File: src/rtl/pause_dim_pkg.sv
// Shared types and constants for the pause arbiter / video dimmer.
//   state_t       : arbiter FSM states
//   OPT_PAUSE_OSD : options bit that lets an open OSD pause the core
//   OPT_DIM_EN    : options bit that enables the idle fade
package pause_dim_pkg;

  typedef enum logic [1:0] {
    RUN    = 2'd0,
    PAUSED = 2'd1,
    FADING = 2'd2,
    DIMMED = 2'd3
  } state_t;

  localparam int OPT_PAUSE_OSD = 0;
  localparam int OPT_DIM_EN    = 1;

endpackage

File: src/rtl/pause_dim_timer.sv
// Saturating idle counter that measures how long the core has been paused.
//   clk_sys, reset_n : clock and asynchronous active-low reset
//   clr              : synchronous clear (wins over en)
//   en               : count enable; counting stops at DIM_CYCLES-1
//   tc               : terminal count reached (count == DIM_CYCLES-1)
module pause_dim_timer
  import pause_dim_pkg::*;
#(
  parameter int DIM_CYCLES = 240_000_000
) (
  input  logic clk_sys,
  input  logic reset_n,
  input  logic clr,
  input  logic en,
  output logic tc
);

  localparam int CNT_W = (DIM_CYCLES > 1) ? $clog2(DIM_CYCLES) : 1;
  localparam logic [CNT_W-1:0] CNT_LAST = CNT_W'(DIM_CYCLES - 1);

  logic [CNT_W-1:0] cnt_p1;

  assign tc = (cnt_p1 == CNT_LAST);

  // Stage p1: counter holds at the terminal value instead of wrapping
  always_ff @(posedge clk_sys or negedge reset_n) begin
    if (!reset_n) begin
      cnt_p1 <= '0;
    end else if (clr) begin
      cnt_p1 <= '0;
    end else if (en && !tc) begin
      cnt_p1 <= cnt_p1 + 1'b1;
    end
  end

endmodule

File: src/rtl/pause_dim_ctrl.sv
// Pause arbiter and stepped video dimmer.
// Merges a toggle button, OSD-open state and NUM_SRC pause holds into one
// registered CPU pause; after DIM_CYCLES paused cycles it fades RGB down by
// one right-shift per vblank until MAX_SHIFT is reached.
//   clk_sys, reset_n : clock and asynchronous active-low reset
//   user_button      : pause toggle (rising edge toggles)
//   osd_open         : OSD displayed
//   pause_request    : per-source pause holds
//   options          : [0] pause while OSD open, [1] dim enable
//   vblank           : vertical blank
//   rgb_in / rgb_out : {R,G,B} pixel in / dimmed pixel out (1-cycle latency)
//   pause_cpu        : core pause
//   dim_level        : current fade shift
//   dimmed           : fade complete
module pause_dim_ctrl
  import pause_dim_pkg::*;
#(
  parameter int RW         = 8,
  parameter int GW         = 8,
  parameter int BW         = 8,
  parameter int NUM_SRC    = 2,
  parameter int DIM_CYCLES = 240_000_000,
  parameter int MAX_SHIFT  = 3
) (
  input  logic                             clk_sys,
  input  logic                             reset_n,
  input  logic                             user_button,
  input  logic                             osd_open,
  input  logic [NUM_SRC-1:0]               pause_request,
  input  logic [1:0]                       options,
  input  logic                             vblank,
  input  logic [RW+GW+BW-1:0]              rgb_in,
  output logic [RW+GW+BW-1:0]              rgb_out,
  output logic                             pause_cpu,
  output logic [$clog2(MAX_SHIFT+1)-1:0]   dim_level,
  output logic                             dimmed
);

  localparam int PW    = RW + GW + BW;
  localparam int LVL_W = $clog2(MAX_SHIFT + 1);
  localparam logic [LVL_W-1:0] LVL_MAX = LVL_W'(MAX_SHIFT);

  logic             btn_p0;
  logic             btn_rise_p1;
  logic             vb_p0;
  logic             vb_rise_p1;
  logic             user_pause;
  logic             pause_req;
  logic             timer_clr;
  logic             idle_tc;
  state_t           state;
  state_t           state_nxt;
  logic [LVL_W-1:0] level_nxt;

  // Each channel shifted independently so bits never bleed between colours.
  function automatic logic [PW-1:0] dim_rgb(input logic [PW-1:0] px,
                                            input logic [LVL_W-1:0] sh);
    logic [RW-1:0] r;
    logic [GW-1:0] g;
    logic [BW-1:0] b;
    r = px[PW-1 -: RW] >> sh;
    g = px[GW+BW-1 -: GW] >> sh;
    b = px[BW-1:0] >> sh;
    return {r, g, b};
  endfunction

  // Stage p0/p1: edge detectors; the rise pulse itself is registered
  always_ff @(posedge clk_sys or negedge reset_n) begin
    if (!reset_n) begin
      btn_p0      <= 1'b0;
      btn_rise_p1 <= 1'b0;
      vb_p0       <= 1'b0;
      vb_rise_p1  <= 1'b0;
      user_pause  <= 1'b0;
    end else begin
      btn_p0      <= user_button;
      btn_rise_p1 <= user_button & ~btn_p0;
      vb_p0       <= vblank;
      vb_rise_p1  <= vblank & ~vb_p0;
      if (btn_rise_p1) begin
        user_pause <= ~user_pause;
      end
    end
  end

  assign pause_req = user_pause
                   | (osd_open & options[OPT_PAUSE_OSD])
                   | (|pause_request);

  // Counter only runs while paused; releasing the pause restarts the interval.
  assign timer_clr = (state == RUN) || !pause_req;

  pause_dim_timer #(
    .DIM_CYCLES (DIM_CYCLES)
  ) u_timer (
    .clk_sys (clk_sys),
    .reset_n (reset_n),
    .clr     (timer_clr),
    .en      (1'b1),
    .tc      (idle_tc)
  );

  always_comb begin
    state_nxt = state;
    level_nxt = dim_level;
    if (state == RUN) begin
      if (pause_req) begin
        state_nxt = PAUSED;
      end
    end else if (!pause_req) begin
      // Release beats a coincident vblank edge.
      state_nxt = RUN;
      level_nxt = '0;
    end else if (!options[OPT_DIM_EN]) begin
      state_nxt = PAUSED;
      level_nxt = '0;
    end else begin
      case (state)
        PAUSED: begin
          if (idle_tc) begin
            state_nxt = FADING;
          end
        end
        FADING: begin
          if (vb_rise_p1) begin
            level_nxt = dim_level + 1'b1;
            if (level_nxt == LVL_MAX) begin
              state_nxt = DIMMED;
            end
          end
        end
        default: ;
      endcase
    end
  end

  // Stage p1: FSM state, fade level and registered outputs
  always_ff @(posedge clk_sys or negedge reset_n) begin
    if (!reset_n) begin
      state     <= RUN;
      dim_level <= '0;
      dimmed    <= 1'b0;
      pause_cpu <= 1'b0;
      rgb_out   <= '0;
    end else begin
      state     <= state_nxt;
      dim_level <= level_nxt;
      dimmed    <= (level_nxt == LVL_MAX);
      pause_cpu <= pause_req;
      rgb_out   <= dim_rgb(rgb_in, dim_level);
    end
  end

endmodule

File: config.mk
export PLATFORM = sky130hd
export DESIGN_NAME = pause_dim_ctrl
export DESIGN_NICKNAME = d
export VERILOG_FILES = /design/src/rtl/pause_dim_pkg.sv /design/src/rtl/pause_dim_timer.sv /design/src/rtl/pause_dim_ctrl.sv
export SDC_FILE = /design/constraint.sdc
export NUM_CORES = 1
export LEC_CHECK = 0
export CORE_AREA = 8 8 89 91
export CTS_BUF_LIST = sky130_fd_sc_hd__clkbuf_2 sky130_fd_sc_hd__clkbuf_4 sky130_fd_sc_hd__clkbuf_8
export DETAILED_ROUTE_END_ITERATION = 10
export DIE_AREA = 0 0 97 99
export PLACE_DENSITY = 0.74
export SYNTH_ARGS = -nofsm -noshare
export SYNTH_HDL_FRONTEND = slang
export SYNTH_SLANG_ARGS = --single-unit
File: constraint.sdc
create_clock -name clk_sys -period 1.8 [get_ports clk_sys]
set_input_delay 0.36 -clock clk_sys [delete_from_list [all_inputs] [get_ports clk_sys]]
set_output_delay 0.36 -clock clk_sys [all_outputs]
set_load 0.02 [all_outputs]
# Word-level counts from Yosys, hierarchy flattened

Cells that the tools add are included.

Word-level logic and storage cells: 55
Register bits: 63

Equality and inequality tests: 11
Shifts and indexed selects: 3
Multiplexer cells: 15
Bitwise gates (word level): 8
Add/subtract/negate cells: 2
Reductions and logical operators: 5

Operator list:

| kind                                                                   | count |
|---|---|
| 28-bit two-way mux                                                     | 2 |
| 28-bit by 1-bit adder with 28-bit output (second input constant)       | 1 |
| 28-bit equality test (second input constant)                           | 1 |
| 2-bit two-way mux                                                      | 12 |
| 8-bit by 2-bit >> shifter with 8-bit output                            | 3 |
| 5-bit != test (second input constant)                                  | 3 |
| 2-bit equality test (second input constant)                            | 3 |
| 5-bit by 2-bit != test with 1-bit output (second input constant)       | 1 |
| 5-bit AND reduction                                                    | 1 |
| 2-bit != test (second input constant)                                  | 2 |
| 2-bit one-hot mux with 2 select lines                                  | 1 |
| 1-bit bitwise AND                                                      | 3 |
| 1-bit inverter                                                         | 3 |
| 2-bit by 1-bit adder with 2-bit output (second input constant)         | 1 |
| 2-bit by 1-bit equality test with 1-bit output (second input constant) | 1 |
| 2-bit zero test                                                        | 1 |
| 1-bit bitwise OR                                                       | 2 |
| 2-bit OR reduction                                                     | 1 |
| 1-bit zero test                                                        | 1 |
| 1-bit logical OR                                                       | 1 |

# Longest topological paths before layout

Word-level depth: 8
Depth in mapped cells: 7
Mapped depth without buffers: 6

# Hierarchy

From an unflattened synthesis, not the netlist that was laid out.

Cell total of the unflattened synthesis: 267
Area, all modules: 3,121.7 µm²

Modules (own cells, without submodules):

| module          | times used | cells an instance | area an instance (µm²) | seq. area each (µm²) |
|---|---|---|---|---|
| pause_dim_timer | 1          | 159               | 1,581.5                | 700.7 |
| pause_dim_ctrl  | 1          | 108               | 1,540.2                | 875.8 |

# Worst setup path after synthesis

Ideal clock, no wire load.

Kind: register -> register
Start point: reg u_timer.cnt_p1[0]
End point: reg u_timer.cnt_p1[5]
Arrival time: 1.682 ns
Data required time: 1.722 ns
Stages on the path, launching flop included: 7
Path slack: 0.040 ns
Library setup time: 0.078 ns
Cell sequence: dfrtp_1 ha_1 and3_1 nand4_1 nor2_4 or4_1 a21oi_1

Cells in the longest elaborated chain, start to end: 3
Elaborated cells on any way between the ends: 5

Ends and longest elaborated chain:

| item                                     | RTL line              | source |
|---|---|---|
| start, declared                          | pause_dim_timer.sv:21 | `logic [CNT_W-1:0] cnt_p1;` |
| start signal, assigned                   | pause_dim_timer.sv:32 | `cnt_p1 <= cnt_p1 + 1'b1;` |
| 28-bit by 1-bit adder with 28-bit output | pause_dim_timer.sv:32 |  |
| 28-bit two-way mux                       | pause_dim_timer.sv:31 | `end else if (en && !tc) begin` |
| 28-bit two-way mux                       | pause_dim_timer.sv:29 | `end else if (clr) begin` |

Parallel ways exist; a longest one is shown, timed or not. The select of a mux whose other input is x is not followed.
A chain may end at the register's enable or synchronous reset.

# Worst setup path after layout

Same ends and word-level chain as after synthesis.

==> qor.txt <==
status -> completed
synth unique cells -> 43
VDD IR max -> 0.514 mV
Clk pin slew, worst setup/hold paths -> 0.08 ns
Syn Inst Count -> 267
Wirelength per Cell -> 16.4 um
Initial Util -> 0.467
drt pass-1 iters -> 4
Max H-tree Level -> 3
total CTS buffers -> 9
max cap viols -> 0
top-count cell post-synth -> dfrtp_1
worst slew pin tran -> 0.444 ns
Slew headroom -> 0.702
HP Class -> reg -> reg
top post-synthesis cells by area -> dfrtp_1, mux4_2, nor2_1
net count after synthesis -> 302
worst-path maximum fanout -> 11
post-synth top area share -> 0.514
Synth Register Bits -> 63
ys flop type -> dfrtp_1
P_leak -> 1.78 nW
Final HPWL DP -> 5.27 mm
Core Area -> 0.00657 sq mm
CTS tree -> done
Hold Crit Depth -> 1
Die W -> 97 um
synth cell count leaders -> dfrtp_1, nor2_1, nand3_1
Synth-to-Final Area Change -> 37.2%
antenna violations before repair -> 0
Die Ht -> 99 um
hold_sp -> btn_p0$_DFF_PN0_
Cell Pwr Density -> 821 mW/mm^2
Final Hold Viols -> 0
layout cell share with drive strength beyond 1 -> 0.198
GRT Total Usage -> 0.155
vias per inst -> 5.51
clk_skew -> 0.0151 ns
Cell Area, Placed -> 0.00393 sq mm
Root Buffer -> clkbuf_8
RSZ-0062 raised after global routing -> yes
top achievable clock speed -> 0.568 GHz
asr flop ratio synth -> 1.00
# clock sinks -> 63
Synth Warn # -> 0
mean area per synthesized cell -> 11.5 sq um
first-pass GRT wire length -> 12.2 mm
Reg2Reg Setup Slack -> 0.04 ns
Final Instance Area -> 0.00421 sq mm
Port Buffer Count -> 60
vias in the first global route -> 2570
final WL -> 7.26 mm
Crit. End Element -> flop
maximum clock insertion buffer count -> 2
WP data required -> 2.07 ns
# setup viols final -> 0
Initial DRC Count -> 113
FP Rows -> 30
post-synthesis sequential area ratio -> 0.514
Worst Hold End -> btn_rise_p1$_DFF_PN0_
Synth Cell Area -> 0.00307 sq mm
Skew-Pair Late Insertion Delay -> 0.34 ns
WP data arrival -> 2.03 ns
Final Max Slew Viols -> 0
fin crit share -> 0.977
RR Startpoint -> u_timer.cnt_p1[0]$_DFFE_PN0P_
DRC violations left -> 0
die area -> 0.00960 sq mm
Startpoint Class -> flop
ANT cells -> 0
Final ANT Viol Nets -> 0
pin count of the biggest net entering global routing -> 34
min Tclk post-route -> 1.76 ns
Top-Level Pins -> 61
routability cong. -> 0.791
area leader, netlist -> dfrtp_1
Min Hold Slack -> 0.408 ns
Congestion Overflow GR -> 0
r2r worst-path depth -> 7
final net count -> 393
RR Endpoint -> u_timer.cnt_p1[5]$_DFFE_PN0P_
worst setup path class -> reg -> reg
number of synthesized flops with an enable pin -> 0
via count -> 2439
-- cells in the final DEF, fill, tap and decap left out, types with 2 or more instances in the layout --
cell and count:
o211ai_1 6, a211oi_1 3, clkdlybuf4s50_1 57, or3_1 4
buf_4 27, mux2i_1 7, clkinvlp_4 3, clkbuf_8 9
mux4_2 12, xnor2_1 8, and3_1 8, or4_1 6
a21oi_1 8, and2_1 6, nand4b_1 3, inv_1 4
nor2b_1 6, o21ai_1 2, xor2_1 10, dlymetal6s2s_1 2
and4_1 3, nand2_1 15, dfrtp_1 63, nor3_1 4
nand3_1 16, nor2_1 27, buf_12 3, o21ai_0 6
nand4_1 9
-- stage by stage --
| step | setup TNS, ns | total power [W] | util | std cells | setup slack (ns) |
|---|---|---|---|---|---|
| 6_report | 0 | 0.00345 | 0.641 | 443 | 0.0406 |
| 2_1_floorplan | 0 | 0.00188 | - | 267 | 0.0399 |
| 3_3_place_gp | -0.115 | 0.00219 | 0.598 | 424 | -0.0808 |
| 5_1_grt | -0.00898 | 0.00361 | 0.641 | 443 | -0.00850 |
| 3_5_place_dp | -0.421 | 0.00222 | 0.598 | 424 | -0.117 |
| 4_1_cts | 0 | 0.00348 | 0.635 | 443 | 0.0171 |
-- critical path, stage by stage, from the launching register on --
cell	delay [ns]
dfrtp_1	0.39
ha_2	0.19
and3_1	0.20
nand4_1	0.12
nor2_4	0.06
buf_6	0.14
or4_4	0.48
a21oi_2	0.12
-- sequential cells by signal (all words and copies together), names as in the netlist --
register	cells
dimmed	1
btn_rise_p1	1
state	2
rgb_out	24
pause_cpu	1
vb_rise_p1	1
user_pause	1
dim_level	2
btn_p0	1
vb_p0	1
u_timer.cnt_p1	28
-- worst max-delay path by stage --
| stage | startpoint | end | slack, ns |
|---|---|---|---|
| floorplan | u_timer.cnt_p1[0]$_DFFE_PN0P_ | u_timer.cnt_p1[5]$_DFFE_PN0P_ | 0.04 |
| global placement | osd_open | dimmed$_DFF_PN0_ | -0.08 |
| detailed placement | osd_open | dimmed$_DFF_PN0_ | -0.12 |
| CTS | u_timer.cnt_p1[0]$_DFFE_PN0P_ | u_timer.cnt_p1[5]$_DFFE_PN0P_ | 0.02 |
| global route | u_timer.cnt_p1[0]$_DFFE_PN0P_ | u_timer.cnt_p1[5]$_DFFE_PN0P_ | -0.008 |
| finish | u_timer.cnt_p1[0]$_DFFE_PN0P_ | u_timer.cnt_p1[5]$_DFFE_PN0P_ | 0.04 |
-- kinds of logic after synthesis --
logic type                 count (synthesis)  synth area share
xor gates and xnor gates                  18            0.0514
adders and majority gates                  2           0.00816
muxes                                     19             0.111
DFF                                       63             0.514
buffers and inverters                     16            0.0294
AOI/OAI and AO/OA                         30            0.0604
and+or+nand+nor                          119             0.226
-- routing by layer --
metal / vias up / track usage / wire, um
met5: - / 0 / 0
met1: 1202 / 0.175 / 3110
met3: 7 / 0.0623 / 497
li1: 1159 / - / -
met4: 0 / 0.0604 / 75
met2: 71 / 0.254 / 3570
-- power by group --
| group | total [W] | leakage [nW] | switching (W) | internal [W] |
|---|---|---|---|---|
| sequential | 0.00161 | 0.800 | 0.0000950 | 0.00152 |
| clock | 0.00125 | 0.0925 | 0.000591 | 0.000662 |
| combinational | 0.000587 | 0.885 | 0.000289 | 0.000298 |
| total | 0.00345 | 1.78 | 0.000975 | 0.00248 |
-- layout make-up --
type                            count  area [sq um]
Clock buffer                       10           131
Clock inverter                      6          70.1
Fill cell                         515          2360
Inverter                            4          15.0
Multi-Input combinational cell    188          1430
Sequential cell                    63          1580
Tap cell                           80           100
Timing Repair Buffer               92           885
-- repair_timing --
action                     in CTS  in global routing
gates resized for setup         1                  8
gates cloned                    0                  0
hold endpoints to repair       17                  0
setup buffers                   2                  0
hold buffers                    1                  0
pin swaps                       3                  0
setup endpoints to repair       4                 12
Note: power is estimated with default switching activity, not from simulation.
